==> src/rtl/md_unit.sv <==
// Iterative 32-bit multiply/divide unit holding the MIPS HI/LO registers.
// One operand-latch cycle, 32 shift-add / restoring-divide iterations, one sign-fix cycle.
module md_unit (
    input  logic        i_clk,
    input  logic        i_rst_n,
    input  logic        i_start,
    input  logic [1:0]  i_op,
    input  logic [31:0] i_a,
    input  logic [31:0] i_b,
    input  logic        i_mthi,
    input  logic        i_mtlo,
    input  logic [31:0] i_wdata,
    output logic [31:0] o_hi,
    output logic [31:0] o_lo,
    output logic        o_busy,
    output logic        o_done
);

    typedef enum logic [1:0] {S_IDLE, S_CALC, S_FIX} state_t;

    state_t      r_state, w_next;
    logic [4:0]  r_cnt;
    logic        r_is_div, r_sgn_q, r_sgn_r, r_bzero;
    logic [31:0] r_opnd;
    logic [63:0] r_acc;
    logic [31:0] r_rem;
    logic [31:0] r_hi, r_lo;
    logic        r_busy, r_done;

    logic        w_signed, w_a_neg, w_b_neg, w_op_div;
    logic [31:0] w_a_mag, w_b_mag;
    logic [32:0] w_mul_sum;
    logic [63:0] w_mul_nxt;
    logic [32:0] w_div_sh, w_div_dif;
    logic        w_div_ge;
    logic [31:0] w_div_rem, w_div_quo;
    logic [63:0] w_prod;
    logic [31:0] w_quo, w_rem;

    always_ff @(posedge i_clk or negedge i_rst_n) begin
        if (!i_rst_n) r_state <= S_IDLE;
        else          r_state <= w_next;
    end

    always_comb begin
        w_next = r_state;
        case (r_state)
            S_IDLE:  if (i_start) w_next = S_CALC;
            S_CALC:  if (r_cnt == 5'd31) w_next = S_FIX;
            S_FIX:   w_next = S_IDLE;
            default: w_next = S_IDLE;
        endcase
    end

    // Operand conditioning: signed ops work on magnitudes
    assign w_op_div = i_op[1];
    assign w_signed = ~i_op[0];
    assign w_a_neg  = w_signed & i_a[31];
    assign w_b_neg  = w_signed & i_b[31];
    assign w_a_mag  = w_a_neg ? -i_a : i_a;
    assign w_b_mag  = w_b_neg ? -i_b : i_b;

    assign w_mul_sum = r_acc[0] ? ({1'b0, r_acc[63:32]} + {1'b0, r_opnd}) : {1'b0, r_acc[63:32]};
    assign w_mul_nxt = {w_mul_sum, r_acc[31:1]};

    // 33-bit partial remainder: previous remainder shifted with the next dividend bit
    assign w_div_sh  = {r_rem, r_acc[31]};
    assign w_div_dif = w_div_sh - {1'b0, r_opnd};
    assign w_div_ge  = (w_div_sh >= {1'b0, r_opnd});
    assign w_div_rem = w_div_ge ? w_div_dif[31:0] : w_div_sh[31:0];
    assign w_div_quo = {r_acc[30:0], w_div_ge};

    // Divide by zero leaves |a| in the remainder, so HI already equals raw a after sign fix
    assign w_prod = r_sgn_q ? -r_acc : r_acc;
    assign w_quo  = r_bzero ? 32'hFFFF_FFFF : (r_sgn_q ? -r_acc[31:0] : r_acc[31:0]);
    assign w_rem  = r_sgn_r ? -r_rem : r_rem;

    always_ff @(posedge i_clk or negedge i_rst_n) begin
        if (!i_rst_n) begin
            r_cnt    <= '0;
            r_is_div <= 1'b0;
            r_sgn_q  <= 1'b0;
            r_sgn_r  <= 1'b0;
            r_bzero  <= 1'b0;
            r_opnd   <= '0;
            r_acc    <= '0;
            r_rem    <= '0;
            r_hi     <= '0;
            r_lo     <= '0;
            r_busy   <= 1'b0;
            r_done   <= 1'b0;
        end else begin
            r_done <= 1'b0;
            case (r_state)
                S_IDLE: begin
                    if (i_start) begin
                        r_cnt    <= '0;
                        r_is_div <= w_op_div;
                        r_sgn_q  <= w_a_neg ^ w_b_neg;
                        r_sgn_r  <= w_a_neg;
                        r_bzero  <= (i_b == 32'd0);
                        r_opnd   <= w_op_div ? w_b_mag : w_a_mag;
                        r_acc    <= {32'd0, (w_op_div ? w_a_mag : w_b_mag)};
                        r_rem    <= '0;
                        r_busy   <= 1'b1;
                    end else begin
                        if (i_mthi) r_hi <= i_wdata;
                        if (i_mtlo) r_lo <= i_wdata;
                    end
                end
                S_CALC: begin
                    r_cnt <= r_cnt + 5'd1;
                    if (r_is_div) begin
                        r_rem        <= w_div_rem;
                        r_acc[31:0]  <= w_div_quo;
                    end else begin
                        r_acc <= w_mul_nxt;
                    end
                end
                S_FIX: begin
                    r_hi   <= r_is_div ? w_rem : w_prod[63:32];
                    r_lo   <= r_is_div ? w_quo : w_prod[31:0];
                    r_done <= 1'b1;
                    r_busy <= 1'b0;
                end
                default: ;
            endcase
        end
    end

    assign o_hi   = r_hi;
    assign o_lo   = r_lo;
    assign o_busy = r_busy;
    assign o_done = r_done;

endmodule
==> config.mk <==
export PLATFORM = sky130hd
export DESIGN_NAME = md_unit
export DESIGN_NICKNAME = d
export VERILOG_FILES = /design/src/rtl/md_unit.sv
export SDC_FILE = /design/constraint.sdc
export NUM_CORES = 1
export LEC_CHECK = 0
export CAP_MARGIN = 30
export CORE_MARGIN = 4
export CORE_UTILIZATION = 44
export CTS_CLUSTER_DIAMETER = 200
export CTS_CLUSTER_SIZE = 28
export DETAILED_ROUTE_END_ITERATION = 16
export PLACE_DENSITY = 0.66
export SLEW_MARGIN = 20
export SYNTH_ARGS = -nofsm -noshare
export SYNTH_HDL_FRONTEND = slang
export SYNTH_SLANG_ARGS = --single-unit
==> constraint.sdc <==
create_clock -name i_clk -period 3.1 [get_ports i_clk]
set_input_delay 0.31 -clock i_clk [delete_from_list [all_inputs] [get_ports i_clk]]
set_output_delay 0.31 -clock i_clk [all_outputs]
set_load 0.01 [all_outputs]
## After elaboration in Yosys (flattened, before gate mapping)

Cells that the tools add are included.

| cells by class | value |
|---|---|
| $add $sub $neg | 8 |
| reductions and logical operators | 12 |
| $lt $le $gt $ge | 1 |
| multiply operators | 0 |
| divide/modulo/power cells | 0 |
| mux-type cells | 33 |
| equality and inequality tests | 10 |
| bitwise logic cells | 4 |
| shifts and indexed selects | 0 |

Operators with widths:

| operator | number |
|---|---|
| 32-bit 2-to-1 mux | 18 |
| 32-bit case mux with 2 select lines | 3 |
| 64-bit 2-to-1 mux | 2 |
| 32-bit negation | 4 |
| 64-bit case mux with 2 select lines | 1 |
| 64-bit negation | 1 |
| 32-bit by 32-bit adder with 33-bit output | 1 |
| 33-bit by 32-bit >= comparator with 1-bit output | 1 |
| 33-bit 2-to-1 mux | 1 |
| 32-bit zero test | 1 |
| 32-bit subtractor | 1 |
| 2-bit != test, second input constant | 7 |
| 3-bit AND reduction | 4 |
| 5-bit case mux with 2 select lines | 1 |
| 2-bit AND reduction | 4 |
| 5-bit by 1-bit adder with 5-bit output, second input constant | 1 |
| 5-bit == test, second input constant | 1 |
| 5-bit 2-to-1 mux | 1 |
| 2-bit 2-to-1 mux | 2 |
| 2-bit case mux with 2 select lines | 1 |
| 2-bit nonzero test | 2 |
| 1-bit AND | 2 |
| 2-bit by 1-bit == test with 1-bit output, second input constant | 1 |
| 2-bit == test, second input constant | 1 |
| 5 further kinds | 6 |

| storage, ports and cells | value |
|---|---|
| bits in writable memories | 0 |
| word-level logic and storage cells | 82 |
| flip-flop bits (word level) | 205 |
| memories kept | 0 |
| bits in read-only memories | 0 |
| latch bits | 0 |
| input bits | 103 |
| output and inout bits | 66 |

## Longest topological paths before layout

Gate-level depths: netlist of the first run.

| depth | value |
|---|---|
| depth after elaboration | 6 |
| depth in mapped cells | 14 |

## Least setup slack after synthesis of the first run

No wires, ideal clock.

| timing | value |
|---|---|
| kind | reg-to-reg |
| start | register r_rem[17] |
| end | register r_rem[2] |
| library setup time | 122 ps |
| path buffers | 3 |
| setup slack | -77 ps |
| required time | 2978 ps |
| clock period less this slack | 3177 ps |
| arrival | 3056 ps |
| stages on the path, launching flop included | 13 |
| cell sequence | dfrtp_1 -> ha_1 -> clkbuf_1 -> nand4_1 -> or4_1 -> a211oi_1 -> a2111oi_0 -> nor2_1 -> a31o_2 -> clkbuf_1 -> buf_2 -> nand2_1 -> a32o_1 |

| between the ends | value |
|---|---|
| cells in the longest elaborated chain, start to end | 4 |

RTL lines:

| element | RTL line | text |
|---|---|---|
| start: declaration | 26 | `logic [31:0] r_rem;` |
| start signal: assignment | 114 | `r_rem <= w_div_rem;` |
| 33-bit by 32-bit >= comparator with 1-bit output | 69 | `assign w_div_ge = (w_div_sh >= {1'b0, r_opnd});` |
| 32-bit 2-to-1 mux | 70 | `assign w_div_rem = w_div_ge ? w_div_dif[31:0] : w_div_sh[31:0];` |
| 32-bit 2-to-1 mux | 113 | `if (r_is_div) begin` |
| 32-bit case mux with 2 select lines | 94 | `case (r_state)` |

Every way passes these cells. The select of a mux whose other input is x is not followed.
A chain may end at the register's enable or synchronous reset.

## Final worst setup path of the first run

| timing | value |
|---|---|
| start | register r_acc[22] |
| end | register r_hi[22], in the netlist o_hi[22] |

| between the ends | value |
|---|---|
| cells in the longest elaborated chain, start to end | 4 |

RTL lines:

| element | RTL line | text |
|---|---|---|
| start: declaration | 25 | `logic [63:0] r_acc;` |
| start signal: assignment | 103 | `r_acc <= {32'd0, (w_op_div ? w_a_mag : w_b_mag)};` |
| start signal: assignment | 115 | `r_acc[31:0] <= w_div_quo;` |
| start signal: assignment | 117 | `r_acc <= w_mul_nxt;` |
| 64-bit negation | 74 | `assign w_prod = r_sgn_q ? -r_acc : r_acc;` |
| 64-bit 2-to-1 mux | 74 |  |
| 32-bit 2-to-1 mux | 121 | `r_hi <= r_is_div ? w_rem : w_prod[63:32];` |
| 32-bit case mux with 2 select lines | 94 |  |
| end signal: assignment | 107 | `if (i_mthi) r_hi <= i_wdata;` |
| end signal: assignment | 121 |  |
| end: declaration | 27 | `logic [31:0] r_hi, r_lo;` |

Every way passes these cells.

==> flow_metrics.env, run 1 <==
export IMPL_status="finished, final reports clean"
export IMPL_multi_input_area_sq_mm=0.0111
export IMPL_max_freq_ghz=0.327
export IMPL_vias_per_cell=6.09
export IMPL_fin_crit_ns=3.06
export IMPL_clkTransAtPathRegs_ns=0.11
export IMPL_synth_distinct_cells=74
export IMPL_synth_nets=2240
export IMPL_layout_commonest_cell="buf_4"
export IMPL_tightestPinTransition_ns=0.933
export IMPL_synth_top_family_by_area="compound AO/OA/AOI/OAI gates"
export IMPL_synth_top_area_share=0.312
export IMPL_antenna_cells=0
export IMPL_required_ns=3.47
export IMPL_htreeDepth=1
export IMPL_coreArea_sq_mm=0.0368
export IMPL_dr_pass1_iters=6
export IMPL_placement_rows=70
export IMPL_clkSinkCount=205
export IMPL_drt_initial_drc_count=1822
export IMPL_postLayoutCellArea_sq_mm=0.0213
export IMPL_pre_cts_ws_ns=-0.349
export IMPL_drive_gt1_frac=0.170
export IMPL_yosys_warnings=0
export IMPL_remaining_drc_errors=0
export IMPL_dpl_cell_area_sq_mm=0.0203
export IMPL_synth_adder_area_share=0.0557
export IMPL_worst_setup_path_end_kind="flop"
export IMPL_finalHoldViolCount=0
export IMPL_avgSynthCellArea_sq_um=7.97
export IMPL_ys_flop_type="dfrtp_1"
export IMPL_synth_compound_area_share=0.273
export IMPL_area_delta_synth_final_pct=29.5
export IMPL_worstRegToRegCells=8
export IMPL_io_buffers=168
export IMPL_register_area_sq_mm=0.00514
export IMPL_num_vias=17500
export IMPL_fp_dieH_um=201
export IMPL_totalWireLength_um=64600
export IMPL_setup_worst_path_start="r_acc[22]$_DFFE_PN0P_"
export IMPL_numCtsBuffers=11
export IMPL_critPathMaxFanout=5
export IMPL_die_x_um=201
export IMPL_gp_congestion=0.984
export IMPL_stdcell_count=2876
export IMPL_synth_xor_area_frac=0.105
export IMPL_rsz0062_at_grt="true"
export IMPL_cp_arrival_ns=3.42
export IMPL_grt_pass1_wl_um=97700
export IMPL_cts_max_path_buffers=3
export IMPL_grt_max_degree=74
export IMPL_initial_core_util=0.447
export IMPL_grt_pass1_vias=16400
export IMPL_ioPinCount=169
export IMPL_peakVddDrop_mv=0.632
export IMPL_clockRootBuffer="clkbuf_16"
export IMPL_setup_tns_ns=0
export IMPL_drv_cap=0
export IMPL_worst_clock_skew_ns=0.0242
export IMPL_maxSlewViolCount=0
export IMPL_setup_viol=0
export IMPL_hold_class="in -> async"
export IMPL_async_reset_ff_frac=1.00
export IMPL_place_hpwl_um=51200
export IMPL_grt_total_usage=0.304
export IMPL_synth_cells=2065
export IMPL_post_drt_wl_per_cell_um=22.5
export IMPL_fill_cells=3356
export IMPL_layout_common_cells="buf_4 (284), nand2_1 (247), o21ai_0 (207)"
export IMPL_yosys_area_top_type="dfrtp_1"
export IMPL_slew_headroom=0.378
export IMPL_synth_area_leaders="dfrtp_1 (31%), o21ai_0 (6.7%), xnor2_1 (6.1%)"
export IMPL_cts_tree="yes"
export IMPL_antenna_left=0
export IMPL_synth_area_mux_share=0.0312
export IMPL_ys_ff_latch=205
export IMPL_fin_ws_ns=0.0432
export IMPL_final_util=0.579
export IMPL_criticalPathCategory="reg -> reg"
export IMPL_post_route_period_util=0.986
export IMPL_syn_area_sq_mm=0.0165
export IMPL_grt_ovfl_total=0
export IMPL_dp_cells=2838
export IMPL_seq_area_frac_synth=0.312
export IMPL_dieArea_sq_mm=0.0406
export IMPL_antenna_found_initial=0
export IMPL_power_per_cell_area_mw_per_mm2=1200
export IMPL_synth_edf_count=0
export IMPL_startpoint_type="flop"
export IMPL_fin_nets=2583
export IMPL_leakagePower_nw=9.04
export IMPL_r2r_start="r_acc[22]$_DFFE_PN0P_"
export IMPL_clkLatencyLatePin_ns=0.49
export IMPL_yosys_area_share_simple=0.179
[flip-flops by register name, summed over array words and instances, names as in the netlist]
| register | flops |
|---|---|
| r_acc | 64 |
| r_sgn_r | 1 |
| r_opnd | 32 |
| r_cnt | 5 |
| r_bzero | 1 |
| o_busy | 1 |
| o_hi | 32 |
| r_is_div | 1 |
| r_rem | 32 |
| r_state | 2 |
| r_sgn_q | 1 |
| o_done | 1 |
| o_lo | 32 |
[path summary, 6_finish.rpt]
check | slack (ns) | end
min in group i_clk | 0.46 | r_is_div$_DFFE_PN0P_
hold reg to reg | 0.49 | o_lo[23]$_DFFE_PN0P_
setup reg to reg | 0.04 | o_hi[22]$_DFFE_PN0P_
max in group asynchronous | 1.94 | r_rem[13]$_DFFE_PN0P_
hold / removal | 0.40 | o_lo[15]$_DFFE_PN0P_
setup / recovery | 0.04 | o_hi[22]$_DFFE_PN0P_
[kinds of logic after synthesis]
family | Yosys count
adder cells (fa/ha/maj) | 72
buffers and inverters | 187
AND/OR/NAND/NOR | 627
multiplexers | 51
flip-flops | 205
XOR/XNOR | 198
AO/OA/AOI/OAI | 725
[through the flow]
step	hold WS [ns]	power (W)
final	0.397	0.0256
after CTS	0.419	0.0243
after global placement	0.363	0.0223
after floorplan	0.0144	0.0155
after global routing	0.445	0.0275
after detailed placement	0.371	0.0225
[timing repair]
action,in CTS,in global routing
hold buffers,1,0
setup endpoints to repair,27,54
gates cloned,0,1
pin swaps,2,30
gates resized for setup,15,90
endpoints found under the hold margin,65,0
setup buffers,0,22
[metal layers]
metal,part of all wire,global-route usage
met1,0.44,0.441
met2,0.43,0.462
met3,0.083,0.0414
met4,0.049,0.118
met5,0,0
[layout make-up]
type / count / share of cell area
Timing Repair Buffer: 462 / 0.187
Clock inverter: 1 / 0.000940
Tap cell: 468 / 0.0275
Clock buffer: 12 / 0.0131
Multi-Input combinational cell: 1673 / 0.521
Inverter: 55 / 0.00969
Sequential cell: 205 / 0.241
[synthesized netlist by cell type (all sizes together), types with 36 or more instances]
library cell / n
inv: 54
xnor2: 114
xor2: 84
nand3: 42
nor3: 40
nor2: 134
o22ai: 39
nand2: 247
o31ai: 36
a21oi: 187
ha: 70
dfrtp: 205
mux2i: 49
a211oi: 37
o21ai: 224
clkbuf: 113
[power breakdown]
group / total (W) / internal (W) / switching (W)
Clock: 0.00162 / 0.000670 / 0.000953
Sequential: 0.00530 / 0.00400 / 0.00130
Combinational: 0.0187 / 0.00852 / 0.0102
[worst max-delay path, stage by stage, from the launching register on]
cell	delay, ns
dfrtp_1	0.40
or4_4	0.54
or4b_4	0.50
or3_4	0.44
or2_2	0.38
o21ai_0	0.23
xnor2_1	0.11
o21ai_0	0.24
nand3_1	0.10
Note: power is estimated with default switching activity, not from simulation.
==> run 2: changes to the inputs <==
--- a/config.mk
+++ b/config.mk
@@ -12,6 +12,7 @@
 export CTS_CLUSTER_SIZE = 28
 export DETAILED_ROUTE_END_ITERATION = 16
 export PLACE_DENSITY = 0.66
+export REMOVE_ABC_BUFFERS = 1
 export SLEW_MARGIN = 20
 export SYNTH_ARGS = -nofsm -noshare
 export SYNTH_HDL_FRONTEND = slang
==> run 2 against run 1 <==
Against the previous run: critical path depth grew 3; power up 7.7%; combinational power rose by 11%; clock skew is 0.029 ns higher; maximum frequency shrank 4.0%; worst hold slack worse by 0.069 ns; register-to-register slack got worse by 0.13 ns; the flow now finishes with violations (setup timing); first-iteration DRC count is 5.8% higher; sequential power decreased by 3%.
==> flow_metrics.env, run 2 (synthesized netlist as in run 1, its figures left out) <==
export IMPL_antenna_left=0
export IMPL_post_drt_wl_per_cell_um=23.4
export IMPL_startpoint_type="flop"
export IMPL_drt_initial_drc_count=1927
export IMPL_clkSinkCount=205
export IMPL_layout_common_cells="buf_4 (312), nand2_1 (240), dfrtp_1 (201)"
export IMPL_fin_ws_ns=-0.0843
export IMPL_criticalPathCategory="reg -> reg"
export IMPL_cpMaxStageDelayCell="or4_4"
export IMPL_finalHoldViolCount=0
export IMPL_met3_usage=0.0582
export IMPL_vias_per_cell=6.14
export IMPL_worst_clock_skew_ns=0.0535
export IMPL_htreeDepth=1
export IMPL_final_util=0.595
export IMPL_gp_congestion=0.947
export IMPL_slowest_delay_ns=0.54
export IMPL_io_buffers=168
export IMPL_die_x_um=201
export IMPL_gr_max_usage_layer="met2"
export IMPL_antenna_cells=0
export IMPL_failed_checks="setup timing"
export IMPL_dieArea_sq_mm=0.0406
export IMPL_cp_arrival_ns=3.55
export IMPL_clockRootBuffer="clkbuf_16"
export IMPL_setup_viol=15
export IMPL_cts_max_path_buffers=3
export IMPL_drv_cap=0
export IMPL_required_ns=3.47
export IMPL_placement_rows=70
export IMPL_fp_dieH_um=201
export IMPL_peakVddDrop_mv=0.614
export IMPL_fill_cells=3332
export IMPL_grt_pass1_vias=17200
export IMPL_post_route_period_util=1.03
export IMPL_maxSlewViolCount=0
export IMPL_crit_path_frequent_cell="nand2_2"
export IMPL_use_met2=0.502
export IMPL_clkTransAtPathRegs_ns=0.12
export IMPL_coreArea_sq_mm=0.0368
export IMPL_status="finished, violations left"
export IMPL_power_per_cell_area_mw_per_mm2=1260
export IMPL_cts_tree="yes"
export IMPL_clkLatencyLatePin_ns=0.52
export IMPL_finalHoldWorstSlack_ns=0.328
export IMPL_tightestPinTransition_ns=0.806
export IMPL_max_freq_ghz=0.314
export IMPL_num_vias=17900
export IMPL_slew_headroom=0.462
export IMPL_gr_usage_met1=0.445
export IMPL_grt_total_usage=0.318
export IMPL_multi_input_area_sq_mm=0.0114
export IMPL_area_delta_synth_final_pct=33.0
export IMPL_grt_ovfl_total=0
export IMPL_fin_nets=2621
export IMPL_hold_class="in -> async"
export IMPL_initial_core_util=0.447
export IMPL_largest_reg_flops=64
export IMPL_worstPathCellList="or4_4 -> or4b_4 -> or3_4 -> nor4_2 -> buf_4 -> buf_6 -> nand2_2 -> nand2_2 -> xnor2_1 -> o211ai_1 -> nand3_1"
export IMPL_layout_commonest_cell="buf_4"
export IMPL_leakagePower_nw=9.27
export IMPL_setup_tns_ns=-0.512
export IMPL_dr_pass1_iters=6
export IMPL_worst_setup_path_end_kind="flop"
export IMPL_fin_crit_ns=3.18
export IMPL_remaining_drc_errors=0
export IMPL_grt_pass1_wl_um=102000
export IMPL_register_area_sq_mm=0.00513
export IMPL_totalWireLength_um=68200
export IMPL_grt_max_degree=73
export IMPL_top_register="r_acc"
export IMPL_drive_gt1_frac=0.198
export IMPL_ioPinCount=169
export IMPL_critPathMaxFanout=5
export IMPL_antenna_found_initial=2
export IMPL_rsz0062_at_grt="true"
export IMPL_place_hpwl_um=52200
export IMPL_numCtsBuffers=11
## run 2: cell count changes in the layout (fill, tap and decap cells not counted), sizes merged
cell / before / now
a31o: 2 / 4
clkbuf: 14 / 13
buf: 293 / 330
## run 2: metrics by stage
step	area [sq um]	setup slack, ns	instances	power (W)
floorplan	15900	-0.943	1933	0.0152
global placement	20600	-0.354	2872	0.0230
detailed placement	20600	-0.357	2873	0.0233
finish	21900	-0.0843	2914	0.0276
CTS	21500	-0.120	2906	0.0262
global route	21900	-0.125	2914	0.0294
## run 2: worst paths after layout
check / start / endpoint / slack (ns) / depth (start not counted)
min reg2reg: o_lo[6]$_DFFE_PN0P_ / o_lo[6]$_DFFE_PN0P_ / 0.49 / 2
min: i_rst_n / r_bzero$_DFFE_PN0P_ / 0.33 / 2
max: r_acc[19]$_DFFE_PN0P_ / o_hi[18]$_DFFE_PN0P_ / -0.08 / 11
max reg2reg: r_acc[19]$_DFFE_PN0P_ / o_hi[18]$_DFFE_PN0P_ / -0.08 / 11
max in group asynchronous: i_rst_n / o_lo[24]$_DFFE_PN0P_ / 1.90 / 3
min in group i_clk: i_op[1] / r_acc[12]$_DFFE_PN0P_ / 0.45 / 3
## run 2: report_power, final
| part | total [W] | internal [W] | switching, W |
|---|---|---|---|
| clock | 0.00166 | 0.000670 | 0.000988 |
| sequential | 0.00515 | 0.00399 | 0.00116 |
| combinational | 0.0208 | 0.00932 | 0.0115 |
| total | 0.0276 | 0.0140 | 0.0136 |
## run 2: timing repair
action | in CTS | in global routing
resized for setup | 82 | 115
setup buffers | 16 | 9
hold buffers | 1 | 0
hold endpoints to repair | 44 | 0
pin swaps | 32 | 69
endpoints found under the setup margin | 50 | 68
cloned | 3 | 1
## run 2: critical path, delay by kind of cell (launching register included)
family	cells	cell delay [ns]
xor gates and xnor gates	1	0.09
DFF	1	0.40
and+or+nand+nor	7	1.89
AOI/OAI and AO/OA	1	0.38
buffers and inverters	2	0.28
## run 2: final cells by class
class,instances,area share
repair buffers,498,0.196
flip-flops and latches,205,0.235
multi-input cells,1675,0.520
well taps,468,0.0268
clock inverters,1,0.000915
inverters,55,0.00943
clock buffers,12,0.0128
## run 2: layer usage
metal	wire, um	vias up
met1	28800	8600
met2	30200	841
met4	2790	4
li1	-	8298
met5	26	-
met3	6250	162
==> run 3: changes to the inputs <==
--- a/config.mk
+++ b/config.mk
@@ -11,9 +11,9 @@
 export CTS_CLUSTER_DIAMETER = 200
 export CTS_CLUSTER_SIZE = 28
 export DETAILED_ROUTE_END_ITERATION = 16
+export GPL_ROUTABILITY_DRIVEN = 0
 export PLACE_DENSITY = 0.66
 export REMOVE_ABC_BUFFERS = 1
-export SLEW_MARGIN = 20
 export SYNTH_ARGS = -nofsm -noshare
 export SYNTH_HDL_FRONTEND = slang
 export SYNTH_SLANG_ARGS = --single-unit
==> run 3 against run 2 <==
Against the previous run: the flow still finishes with violations (setup timing); worst hold slack gained 0.048 ns; sequential share of layout area grew 0.79 points; largest power group unchanged; highest routed layer unchanged; first-iteration DRC count grew 9.4%; power shrank 6.7%; sequential cell count is the same; sequential power grew 3%; wire length shrank 4.0%; cell count shrank 1.8%; global-route usage shrank 1.2 points; core utilization shrank 1.9 points.
==> flow_metrics.env, run 3 (synthesized netlist as in run 1, its figures left out) <==
export IMPL_post_route_period_util=1.01
export IMPL_numCtsBuffers=11
export IMPL_hold_class="in -> async"
export IMPL_worstRegToRegCells=8
export IMPL_vias_per_cell=6.24
export IMPL_power_per_cell_area_mw_per_mm2=1220
export IMPL_initial_core_util=0.447
export IMPL_multi_input_area_sq_mm=0.0111
export IMPL_fp_dieH_um=201
export IMPL_criticalPathCategory="reg -> reg"
export IMPL_worst_clock_skew_ns=0.0460
export IMPL_fin_ws_ns=-0.0433
export IMPL_stdcell_count=2861
export IMPL_drt_initial_drc_count=2109
export IMPL_cts_tree="yes"
export IMPL_startpoint_type="flop"
export IMPL_dr_pass1_iters=7
export IMPL_final_util=0.575
export IMPL_clkLatencyLatePin_ns=0.51
export IMPL_max_freq_ghz=0.318
export IMPL_area_delta_synth_final_pct=28.6
export IMPL_antenna_found_initial=3
export IMPL_htreeDepth=1
export IMPL_failed_checks="setup timing"
export IMPL_ioPinCount=169
export IMPL_grt_ovfl_total=0
export IMPL_power_total_w=0.0258
export IMPL_coreArea_sq_mm=0.0368
export IMPL_num_vias=17800
export IMPL_register_area_sq_mm=0.00513
export IMPL_largest_reg_flops=64
export IMPL_placement_rows=70
export IMPL_grt_pass1_vias=16900
export IMPL_tightestPinTransition_ns=0.746
export IMPL_top_register="r_acc"
export IMPL_peakVddDrop_mv=0.535
export IMPL_drv_cap=0
export IMPL_layout_commonest_cell="buf_4"
export IMPL_clockRootBuffer="clkbuf_16"
export IMPL_grt_pass1_wl_um=99600
export IMPL_slew_headroom=0.498
export IMPL_grt_total_usage=0.307
export IMPL_antenna_cells=0
export IMPL_dp_cells=2838
export IMPL_die_x_um=201
export IMPL_finalHoldViolCount=0
export IMPL_drive_gt1_frac=0.161
export IMPL_fin_crit_ns=3.14
export IMPL_dieArea_sq_mm=0.0406
export IMPL_leakagePower_nw=8.99
export IMPL_place_hpwl_um=50300
export IMPL_cts_max_path_buffers=3
export IMPL_status="finished, violations left"
export IMPL_critPathMaxFanout=5
export IMPL_grt_max_degree=93
export IMPL_remaining_drc_errors=0
export IMPL_clkSinkCount=205
export IMPL_layout_common_cells="buf_4 (269), nand2_1 (247), o21ai_0 (207)"
export IMPL_totalWireLength_um=65400
export IMPL_worst_setup_path_end_kind="flop"
export IMPL_io_buffers=168
export IMPL_clkTransAtPathRegs_ns=0.12
export IMPL_post_drt_wl_per_cell_um=22.9
export IMPL_cp_arrival_ns=3.51
export IMPL_fill_cells=3311
export IMPL_fin_nets=2568
export IMPL_antenna_left=0
export IMPL_required_ns=3.47
export IMPL_setup_viol=3
export IMPL_rsz0062_at_grt="true"
export IMPL_maxSlewViolCount=0
## run 3: power breakdown
part	internal, W	switching (W)	leakage, nW
logic	0.00839	0.0104	6.36
clock network	0.000671	0.00101	0.147
registers	0.00399	0.00131	2.48
total	0.0130	0.0127	8.99
## run 3: through the flow
stage | area (sq um) | setup WS, ns | hold WS [ns] | TNS [ns]
after floorplan | 15900 | -0.943 | 0.0144 | -41.80
after CTS | 20800 | -0.0215 | 0.402 | -0.0317
after global placement | 20300 | -0.414 | 0.382 | -8.06
after detailed placement | 20300 | -0.421 | 0.378 | -13.43
final | 21200 | -0.0433 | 0.376 | -0.0821
after global routing | 21200 | -0.133 | 0.436 | -0.778
## run 3: final timing paths
check	startpoint	slack (ns)	end
setup / recovery	r_acc[20]$_DFFE_PN0P_	-0.04	o_hi[21]$_DFFE_PN0P_
hold / removal	i_rst_n	0.38	r_acc[15]$_DFFE_PN0P_
setup reg to reg	r_acc[20]$_DFFE_PN0P_	-0.04	o_hi[21]$_DFFE_PN0P_
hold reg to reg	o_hi[22]$_DFFE_PN0P_	0.49	o_hi[22]$_DFFE_PN0P_
max in group asynchronous	i_rst_n	1.64	r_opnd[20]$_DFFE_PN0P_
min in group i_clk	i_wdata[22]	0.42	o_hi[22]$_DFFE_PN0P_
## run 3: worst max-delay path: stages, from the launching register on
cell and delay [ns]:
dfrtp_1 0.39, or4_4 0.54, or4b_4 0.53, or3_4 0.39
or3_4 0.44, o41ai_4 0.23, xnor2_1 0.13, o21ai_2 0.27
nand3_1 0.12
## run 3: layout make-up
cell class / instances / area share
multi-input cells: 1673 / 0.523
well taps: 468 / 0.0277
flip-flops and latches: 205 / 0.243
inverters: 55 / 0.00975
clock buffers: 12 / 0.0132
repair buffers: 447 / 0.183
clock inverters: 1 / 0.000946
## run 3: timing repair
action | 4_1_cts | 5_1_grt
pin swaps | 15 | 30
resized for setup | 32 | 68
endpoints found under the setup margin | 54 | 64
endpoints found under the hold margin | 62 | 0
hold buffers | 1 | 0
buffers inserted | 1 | 8
## run 3: metal layers
| layer | track usage | wire length (um) | share of wire | up-vias |
|---|---|---|---|---|
| li1 | - | - | - | 8194 |
| met1 | 0.432 | 27600 | 0.42 | 8544 |
| met5 | 0 | 24 | 0.00037 | - |
| met4 | 0.0925 | 2620 | 0.040 | 4 |
| met2 | 0.490 | 29100 | 0.45 | 945 |
| met3 | 0.0451 | 6050 | 0.092 | 153 |
